===== config.mk =====
export PLATFORM = sky130hd
export DESIGN_NAME = seq_sub64
export DESIGN_NICKNAME = d
export VERILOG_FILES = /design/src/rtl/seq_sub64_pkg.sv /design/src/rtl/seq_sub64_sub_chunk.sv /design/src/rtl/seq_sub64.sv
export SDC_FILE = /design/constraint.sdc
export NUM_CORES = 1
export LEC_CHECK = 0
export BUFFER_PORTS_ARGS = -buffer_cell sky130_fd_sc_hd__buf_4
export CORE_UTILIZATION = 35
export DETAILED_ROUTE_END_ITERATION = 6
export GPL_TIMING_DRIVEN = 0
export PLACE_DENSITY = 0.62
export SLEW_MARGIN = 25
export SYNTH_ARGS = -nofsm -noshare
export SYNTH_HDL_FRONTEND = slang
export SYNTH_HIERARCHICAL = 1
export SYNTH_SLANG_ARGS = --single-unit

===== constraint.sdc =====
create_clock -name clk -period 10.4 [get_ports clk]
set_clock_uncertainty 0.2 [all_clocks]
set_input_delay 1.04 -clock clk [delete_from_list [all_inputs] [get_ports clk]]
set_output_delay 1.04 -clock clk [all_outputs]
set_load 0.005 [all_outputs]

===== src/rtl/seq_sub64_pkg.sv =====
// ============================================================================
// Module  : seq_sub64_pkg
// Shared state encoding and slice-count helpers for the seq_sub64 subtractor.
// Revision: 1.0
// ============================================================================
`default_nettype none

package seq_sub64_pkg;

   localparam int DEF_WIDTH  = 64;
   localparam int DEF_CHUNK  = 16;
   localparam int NUM_SLICES = DEF_WIDTH / DEF_CHUNK;

   typedef enum logic [1:0] {
      IDLE = 2'd0,
      RUN  = 2'd1,
      DONE = 2'd2
   } state_t;

   // Index register is never narrower than one bit, even for a single slice.
   function automatic int idx_width(input int n);
      return (n > 1) ? $clog2(n) : 1;
   endfunction

   localparam int IDX_W = idx_width(NUM_SLICES);

endpackage

`default_nettype wire


===== src/rtl/seq_sub64_sub_chunk.sv =====
// ============================================================================
// Module  : sub_chunk
// Combinational CHUNK-bit ripple-carry adder built from gate primitives.
// Revision: 1.0
// ============================================================================
`default_nettype none

module sub_chunk #(
   parameter int CHUNK = 16
) (
   input  logic [CHUNK-1:0] a,
   input  logic [CHUNK-1:0] nb,
   input  logic             cin,
   output logic [CHUNK-1:0] s,
   output logic             cout
);

   wire [CHUNK:0]   w_c;
   wire [CHUNK-1:0] w_p;
   wire [CHUNK-1:0] w_g;
   wire [CHUNK-1:0] w_pc;

   assign w_c[0] = cin;

   genvar i;
   generate
      for (i = 0; i < CHUNK; i++) begin : g_bit
         xor u_p  (w_p[i],   a[i],   nb[i]);
         and u_g  (w_g[i],   a[i],   nb[i]);
         xor u_s  (s[i],     w_p[i], w_c[i]);
         and u_pc (w_pc[i],  w_p[i], w_c[i]);
         or  u_c  (w_c[i+1], w_g[i], w_pc[i]);
      end
   endgenerate

   assign cout = w_c[CHUNK];

endmodule

`default_nettype wire


===== src/rtl/seq_sub64.sv =====
// ============================================================================
// Module  : seq_sub64
// Multi-cycle A-B subtractor, one CHUNK slice per cycle, valid/ready in and out.
// Optional lt/ltu outputs enabled by SEQ_SUB64_SIGNED_CMP_EN.
// Revision: 1.0
// ============================================================================
`default_nettype none

module seq_sub64
   import seq_sub64_pkg::*;
#(
   parameter int WIDTH = DEF_WIDTH,
   parameter int CHUNK = DEF_CHUNK
) (
   input  logic             clk,
   input  logic             rst,
   input  logic             in_valid,
   output logic             in_ready,
   input  logic [WIDTH-1:0] a,
   input  logic [WIDTH-1:0] b,
   output logic             out_valid,
   input  logic             out_ready,
   output logic [WIDTH-1:0] diff,
   output logic             borrow,
   output logic             overflow,
   output logic             zero,
   output logic             negative
`ifdef SEQ_SUB64_SIGNED_CMP_EN
   ,
   output logic             lt,
   output logic             ltu
`endif
);

   localparam int N_SL     = WIDTH / CHUNK;
   localparam int SL_IDX_W = idx_width(N_SL);
   localparam logic [SL_IDX_W-1:0] LAST_IDX = SL_IDX_W'(N_SL - 1);

   generate
      if (WIDTH % CHUNK != 0) begin : g_bad_chunk
         $error("seq_sub64: WIDTH must be a multiple of CHUNK");
      end
   endgenerate

   state_t r_state, w_state_nxt;

   logic [N_SL-1:0][CHUNK-1:0] r_a;
   logic [N_SL-1:0][CHUNK-1:0] r_nb;
   logic [N_SL-1:0][CHUNK-1:0] r_diff;
   logic [N_SL-1:0][CHUNK-1:0] w_diff_nxt;
   logic [SL_IDX_W-1:0]        r_idx;
   logic                       r_carry;
   logic                       r_borrow, r_overflow, r_zero, r_negative;

   logic [CHUNK-1:0] w_a_s, w_nb_s, w_s;
   logic             w_cout;
   logic             w_last;

   assign w_a_s  = r_a[r_idx];
   assign w_nb_s = r_nb[r_idx];
   assign w_last = (r_idx == LAST_IDX);

   sub_chunk #(.CHUNK(CHUNK)) u_sub_chunk (
      .a    (w_a_s),
      .nb   (w_nb_s),
      .cin  (r_carry),
      .s    (w_s),
      .cout (w_cout)
   );

   always_comb begin
      w_diff_nxt        = r_diff;
      w_diff_nxt[r_idx] = w_s;
   end

   always_ff @(posedge clk or posedge rst) begin
      if (rst) r_state <= IDLE;
      else     r_state <= w_state_nxt;
   end

   always_comb begin
      w_state_nxt = r_state;
      in_ready    = 1'b0;
      out_valid   = 1'b0;
      case (r_state)
         IDLE: begin
            in_ready = ~rst;
            if (in_valid) w_state_nxt = RUN;
         end
         RUN: begin
            if (w_last) w_state_nxt = DONE;
         end
         DONE: begin
            out_valid = 1'b1;
            if (out_ready) w_state_nxt = IDLE;
         end
         default: w_state_nxt = IDLE;
      endcase
   end

   // Flags are captured on the final slice so they hold through DONE without recomputation.
   always_ff @(posedge clk or posedge rst) begin
      if (rst) begin
         r_a        <= '0;
         r_nb       <= '0;
         r_diff     <= '0;
         r_idx      <= '0;
         r_carry    <= 1'b0;
         r_borrow   <= 1'b0;
         r_overflow <= 1'b0;
         r_zero     <= 1'b0;
         r_negative <= 1'b0;
      end else begin
         case (r_state)
            IDLE: begin
               if (in_valid) begin
                  r_a     <= a;
                  r_nb    <= ~b;
                  r_carry <= 1'b1;
                  r_idx   <= '0;
               end
            end
            RUN: begin
               r_diff  <= w_diff_nxt;
               r_carry <= w_cout;
               r_idx   <= r_idx + 1'b1;
               if (w_last) begin
                  r_borrow   <= ~w_cout;
                  r_overflow <= (w_a_s[CHUNK-1] == w_nb_s[CHUNK-1]) &&
                                (w_s[CHUNK-1] != w_a_s[CHUNK-1]);
                  r_zero     <= (w_diff_nxt == '0);
                  r_negative <= w_s[CHUNK-1];
               end
            end
            default: ;
         endcase
      end
   end

   assign diff     = r_diff;
   assign borrow   = r_borrow;
   assign overflow = r_overflow;
   assign zero     = r_zero;
   assign negative = r_negative;

`ifdef SEQ_SUB64_SIGNED_CMP_EN
   logic r_lt, r_ltu;

   always_ff @(posedge clk or posedge rst) begin
      if (rst) begin
         r_lt  <= 1'b0;
         r_ltu <= 1'b0;
      end else if (r_state == RUN && w_last) begin
         r_lt  <= w_s[CHUNK-1] ^ ((w_a_s[CHUNK-1] == w_nb_s[CHUNK-1]) &&
                                  (w_s[CHUNK-1] != w_a_s[CHUNK-1]));
         r_ltu <= ~w_cout;
      end
   end

   assign lt  = r_lt;
   assign ltu = r_ltu;
`endif

endmodule

`default_nettype wire


==> results of run 1 <==
[layout make-up]
| cell class | count | area (sq um) |
|---|---|---|
| timing repair buffer | 203 | 1564 |
| clock buffer | 35 | 700.7 |
| multi-input combinational | 537 | 3706 |
| buffer | 45 | 188.9 |
| inverter | 14 | 60.06 |
| clock inverter | 5 | 50.05 |
| tap | 330 | 412.9 |
| sequential | 201 | 5030 |
| fill | 2375 | 13470 |
[placed cells by master (no fill, tap or decap), types with 7 or more instances in the layout]
master | synthesis | routed
mux2_2 | 66 | 66
clkbuf_1 | 28 | 32
buf_4 | 0 | 201
inv_1 | 14 | 13
nor4_1 | 14 | 14
clkbuf_8 | 0 | 8
nor2_1 | 12 | 12
mux4_2 | 32 | 32
nand2_1 | 272 | 272
dfrtp_1 | 201 | 201
fa_1 | 16 | 16
clkbuf_16 | 0 | 23
o21ai_0 | 72 | 72
buf_2 | 10 | 10
nor3_1 | 7 | 7
[sequential cells by signal, indices dropped and copies added, names as in the netlist]
signal    flops
diff         64
r_a          64
r_nb         64
r_idx         2
r_state       2
borrow        1
negative      1
overflow      1
r_carry       1
zero          1
[critical path, delay by kind of cell, from the launching register on]
kind | cells | cell delay, ns
DFF | 1 | 0.39
buffers and inverters | 6 | 1.39
adders and majority gates | 16 | 6.17
and+or+nand+nor | 2 | 0.20
AOI/OAI and AO/OA | 2 | 0.40
muxes | 2 | 0.64
[through the flow]
step	utilization	instance area [sq um]	setup WS, ns
floorplan	-	8977	1.755
global placement	0.4328	10900	0.9292
detailed placement	0.4353	10960	0.8965
CTS	0.4651	11710	0.8741
global route	0.4651	11710	0.5247
finish	0.4651	11710	0.9090
[cell families (layout without fill, tap and decap cells)]
group	Yosys count	after routing	synth area share
AOI/OAI and AO/OA	90	90	0.05491
DFF	201	201	0.5603
and+or+nand+nor	325	325	0.1488
muxes	101	101	0.1664
adders and majority gates	21	21	0.04265
buffers and inverters	59	302	0.02690
[worst paths after layout]
| path | endpoint | slack (ns) | cells after the start |
|---|---|---|---|
| max in group asynchronous | r_nb[7]$_DFFE_PP0P_ | 8.54 | 4 |
| max | zero$_DFFE_PP0P_ | 0.91 | 28 |
| min reg2reg | r_a[61]$_DFFE_PP0P_ | 0.27 | 2 |
| min | r_a[61]$_DFFE_PP0P_ | 0.27 | 2 |
| max reg2reg | zero$_DFFE_PP0P_ | 0.91 | 28 |
| min in group asynchronous | negative$_DFFE_PP0P_ | 0.37 | 2 |
[power groups by stage]
stage                     registers [uW]  logic, uW  clock network [uW]
after floorplan                     1370       1550                   0
after global placement              1420       2550                   0
after detailed placement            1430       2590                   0
after CTS                           1420       2590                 815
after global routing                1470       2800                 850
final                               1430       2570                 803
[layer usage]
layer  global-route usage  part of all wire
met1               0.2908              0.45
met2               0.3439              0.47
met3              0.02860             0.051
met4              0.06561             0.026
met5                    0                 0
==> impl_metrics.yaml, run 1 <==
synthesis:
  ys_seq_area_frac: 0.5603
  synth_area_leaders: "dfrtp_1 (56%), nand2_1 (11%), mux2_2 (8.3%), mux4_2 (8.0%), o21ai_0 (4.0%)"
  syn-num-nets: 950
  synth_area_sq_um: 8977
  synth-async-reset-ratio: 1.000
  yosysMostFrequentCell: "nand2_1"
  synth_area_per_cell_sq_um: 11.26
  synth_top_area_frac: 0.5603
  ys_seq_elements: 201
  synth_edf_count: 0
  yosysTopAreaCell: "dfrtp_1"
  syn_inst: 797
  yosysWarnings: 6
  netlist_top_cells_count: "nand2_1 (272), dfrtp_1 (201), o21ai_0 (72)"
  synth_cell_types: 36
  synth_ff_type: "dfrtp_1"
placement:
  placed_cells: 1330
  io_buffer_count: 201
  place_congestion: 0.8194
  dpl.hpwl_um: 19730
clock_tree:
  cts_resized: 0
  htreeDepth: 1
  clkSinkCount: 201
  hold_buffers: 0
  clkTransAtPathRegs_ns: 0.06
  clockRootBuffer: "clkbuf_16"
  post_cts_buffers: 0
  cts_tree: "yes"
  clock_latency_ns: 0.50
  clk_path_buf_depth: 3
  numCtsBuffers: 22
pwr:
  power_uw: 4799
  combinationalPowerShare: 0.536
  p_sw_uw: 2055
  p_int_uw: 2744
  p_clk_frac: 0.167
  p_leak_uw: 0.005609
  pwr-share-seq: 0.297
  ir_drop_mv: 0.2335
  power_density_nw_per_um2: 409.8
  swShare: 0.4282
floorplan:
  core_area_sq_um: 25180
  dieWidth_um: 162.2
  initial_utilization: 0.3565
  die_y_um: 162.2
  rows: 58
  top_level_ports: 202
  die_area_sq_um: 26290
global_route:
  grt_pass1_vias: 7214
  antenna_found_initial: 0
  grt_usage: 0.2104
  grt_start_max_net_pins: 77
  overflow: 0
  grt_pass1_wl_um: 41720
sta:
  period_share: 0.9126
  rsz0062_at_grt: "false"
  final.setup.tns_ns: 0
  fmax_mhz: 105.4
  final_hold_viol_count: 0
  relSlewSlack: 0.5588
  finalMaxSlewViolations: 0
  period_needed_ns: 9.491
  holdWs_ns: 0.2731
  setup_violations: 0
  worst_pin_slew_ns: 0.6618
worst_setup_path:
  critPathKind: "register to register"
  worstPathArrival_ns: 9.68
  cp-startpoint: "r_idx[1]$_DFFE_PP0P_"
  required_ns: 10.59
  cpMostUsedCell: "fa_1"
  crit_path_end_kind: "register"
  worstPathMaxFanout: 10
  critPathSlowestCell: "buf_1"
  cpPeakStageDelay_ns: 0.56
  worst_r2r_startpoint: "r_idx[1]$_DFFE_PP0P_"
  crit_path_start_kind: "register"
cells_and_area:
  post_layout_nonfiller_instances: 1370
  nNetsFinal: 1177
  drive_gt1_frac: 0.3385
  areaGrowthSynthToFinish_pct: 30.47
  diodes: 0
drt:
  drtIter0Drc: 370
  drc_errors: 0
  vias_per_cell: 4.995
  routedWlPerCell_um: 19.39
  vias: 6843
  dr.pass1.iters: 5
  wl_um: 26570
  ant_nets: 0
worst_hold_path:
  hold_path.class: "register to register"
  min-delay-start: "r_a[61]$_DFFE_PP0P_"
run:
  drv_cap: 0
run_status:
  outcome: "completed"
Note: power is estimated with default switching activity, not from simulation.
==> run 2: changes to the inputs <==
- RECOVER_POWER: default -> 100
==> run 2 against run 1 <==
Effect of this change:
- non-clock buffer count is the same
- critical path type unchanged
- routed wire length shrank 0.27%
- the flow now finishes with violations (capacitance limit, slew limit)
- sequential power is essentially flat
- combinational power is essentially flat
==> impl_metrics.yaml, run 2 (synthesized netlist as in run 1, its figures left out) <==
run_status:
  outcome: "finished with violations"
  failed_checks: "capacitance limit, slew limit"
placement:
  place_congestion: 0.8194
  io_buffer_count: 201
  placed_cells: 1330
  dpl.hpwl_um: 19730
sta:
  final.setup.tns_ns: 0
  final_hold_viol_count: 0
  finalMaxSlewViolations: 145
  period_needed_ns: 9.463
  worst_pin_slew_ns: 4.220
  rsz0062_at_grt: "false"
  period_share: 0.9099
  setup_violations: 0
  fmax_mhz: 105.7
  relSlewSlack: -1.813
worst_setup_path:
  crit_path_start_kind: "register"
  required_ns: 10.59
  worstPathMaxFanout: 10
  crit_path_end_kind: "register"
  worstPathArrival_ns: 9.65
  critPathKind: "register to register"
  cpPeakStageDelay_ns: 0.57
  cpMostUsedCell: "fa_1"
  critPathSlowestCell: "clkbuf_1"
floorplan:
  core_area_sq_um: 25180
  die_area_sq_um: 26290
  dieWidth_um: 162.2
  initial_utilization: 0.3565
  rows: 58
  top_level_ports: 202
  die_y_um: 162.2
global_route:
  antenna_found_initial: 0
  overflow: 0
  grt_pass1_wl_um: 41720
  grt_usage: 0.2104
  grt_start_max_net_pins: 77
  grt_pass1_vias: 7214
clock_tree:
  cts_tree: "yes"
  clockRootBuffer: "clkbuf_16"
  cts_resized: 0
  numCtsBuffers: 22
  clock_latency_ns: 0.51
  htreeDepth: 1
  clkTransAtPathRegs_ns: 0.06
  post_cts_buffers: 0
  clkSinkCount: 201
  hold_buffers: 0
  clk_path_buf_depth: 3
drt:
  drtIter0Drc: 322
  dr.pass1.iters: 4
  routedWlPerCell_um: 19.34
  wl_um: 26490
  vias_per_cell: 4.955
  drc_errors: 0
  ant_nets: 0
  vias: 6789
cells_and_area:
  fill_cells: 2392
  post_layout_nonfiller_instances: 1370
  final_common_cell: "nand2_1"
  diodes: 0
  most-common-layout-cells: "nand2_1 (272), dfrtp_1 (201), buf_4 (130)"
  nNetsFinal: 1177
  areaGrowthSynthToFinish_pct: 29.41
  drive_gt1_frac: 0.3183
  fin_util: 0.4613
pwr:
  power_density_nw_per_um2: 410.6
  p_leak_uw: 0.005513
  ir_drop_mv: 0.2373
worst_hold_path:
  hold_path.class: "register to register"
run:
  drv_cap: 2
[run 2: power by group]
part	switching, uW	internal, uW
combinational	1490	1050
sequential	246	1180
clock	318	485
[run 2: metrics by stage]
step	power, uW	hold slack [ns]	worst slack [ns]	instance area [sq um]
CTS	4829	0.2730	0.8741	11710
global route	5080	0.2855	0.5567	11620
detailed placement	4022	0.2580	0.8965	10960
global placement	3977	0.2549	0.9292	10900
floorplan	2919	0.2403	1.755	8977
finish	4770	0.2737	0.9369	11620
[run 2: critical path: cells and delay by family (launching register included)]
kind / cells / cell delay, ns
mux: 2 / 0.64
fa+ha+maj: 16 / 6.16
compound gates: 2 / 0.38
simple gates: 2 / 0.20
flops: 1 / 0.39
buf+inv: 6 / 1.39
[run 2: final cells by class]
class                   count  area (sq um)  share of cell area
flip-flops and latches    201          5030              0.4330
multi-input cells         537          3700              0.3185
repair buffers            203          1488              0.1281
clock buffers              35         700.7             0.06031
well taps                 330         412.9             0.03554
plain buffers              45         182.7             0.01572
inverters                  14         53.80            0.004631
clock inverters             5         50.05            0.004308
[run 2: final timing paths]
check                                startpoint              endpoint  slack [ns]  cells after the start
max                        r_idx[1]$_DFFE_PP0P_      zero$_DFFE_PP0P_        0.94                     28
min                         r_a[58]$_DFFE_PP0P_   r_a[58]$_DFFE_PP0P_        0.27                      2
min in group asynchronous                   rst  negative$_DFFE_PP0P_        1.18                      2
max reg2reg                r_idx[1]$_DFFE_PP0P_      zero$_DFFE_PP0P_        0.94                     28
max in group asynchronous                   rst  r_nb[58]$_DFFE_PP0P_        3.87                      3
min reg2reg                 r_a[58]$_DFFE_PP0P_   r_a[58]$_DFFE_PP0P_        0.27                      2
[run 2: routing by layer]
| metal | routed length (um) | track usage | vias up |
|---|---|---|---|
| met2 | 12410 | 0.3439 | 202 |
| met4 | 710 | 0.06561 | 0 |
| li1 | - | - | 3166 |
| met1 | 12020 | 0.2908 | 3373 |
| met5 | 0 | 0 | - |
| met3 | 1352 | 0.02860 | 48 |
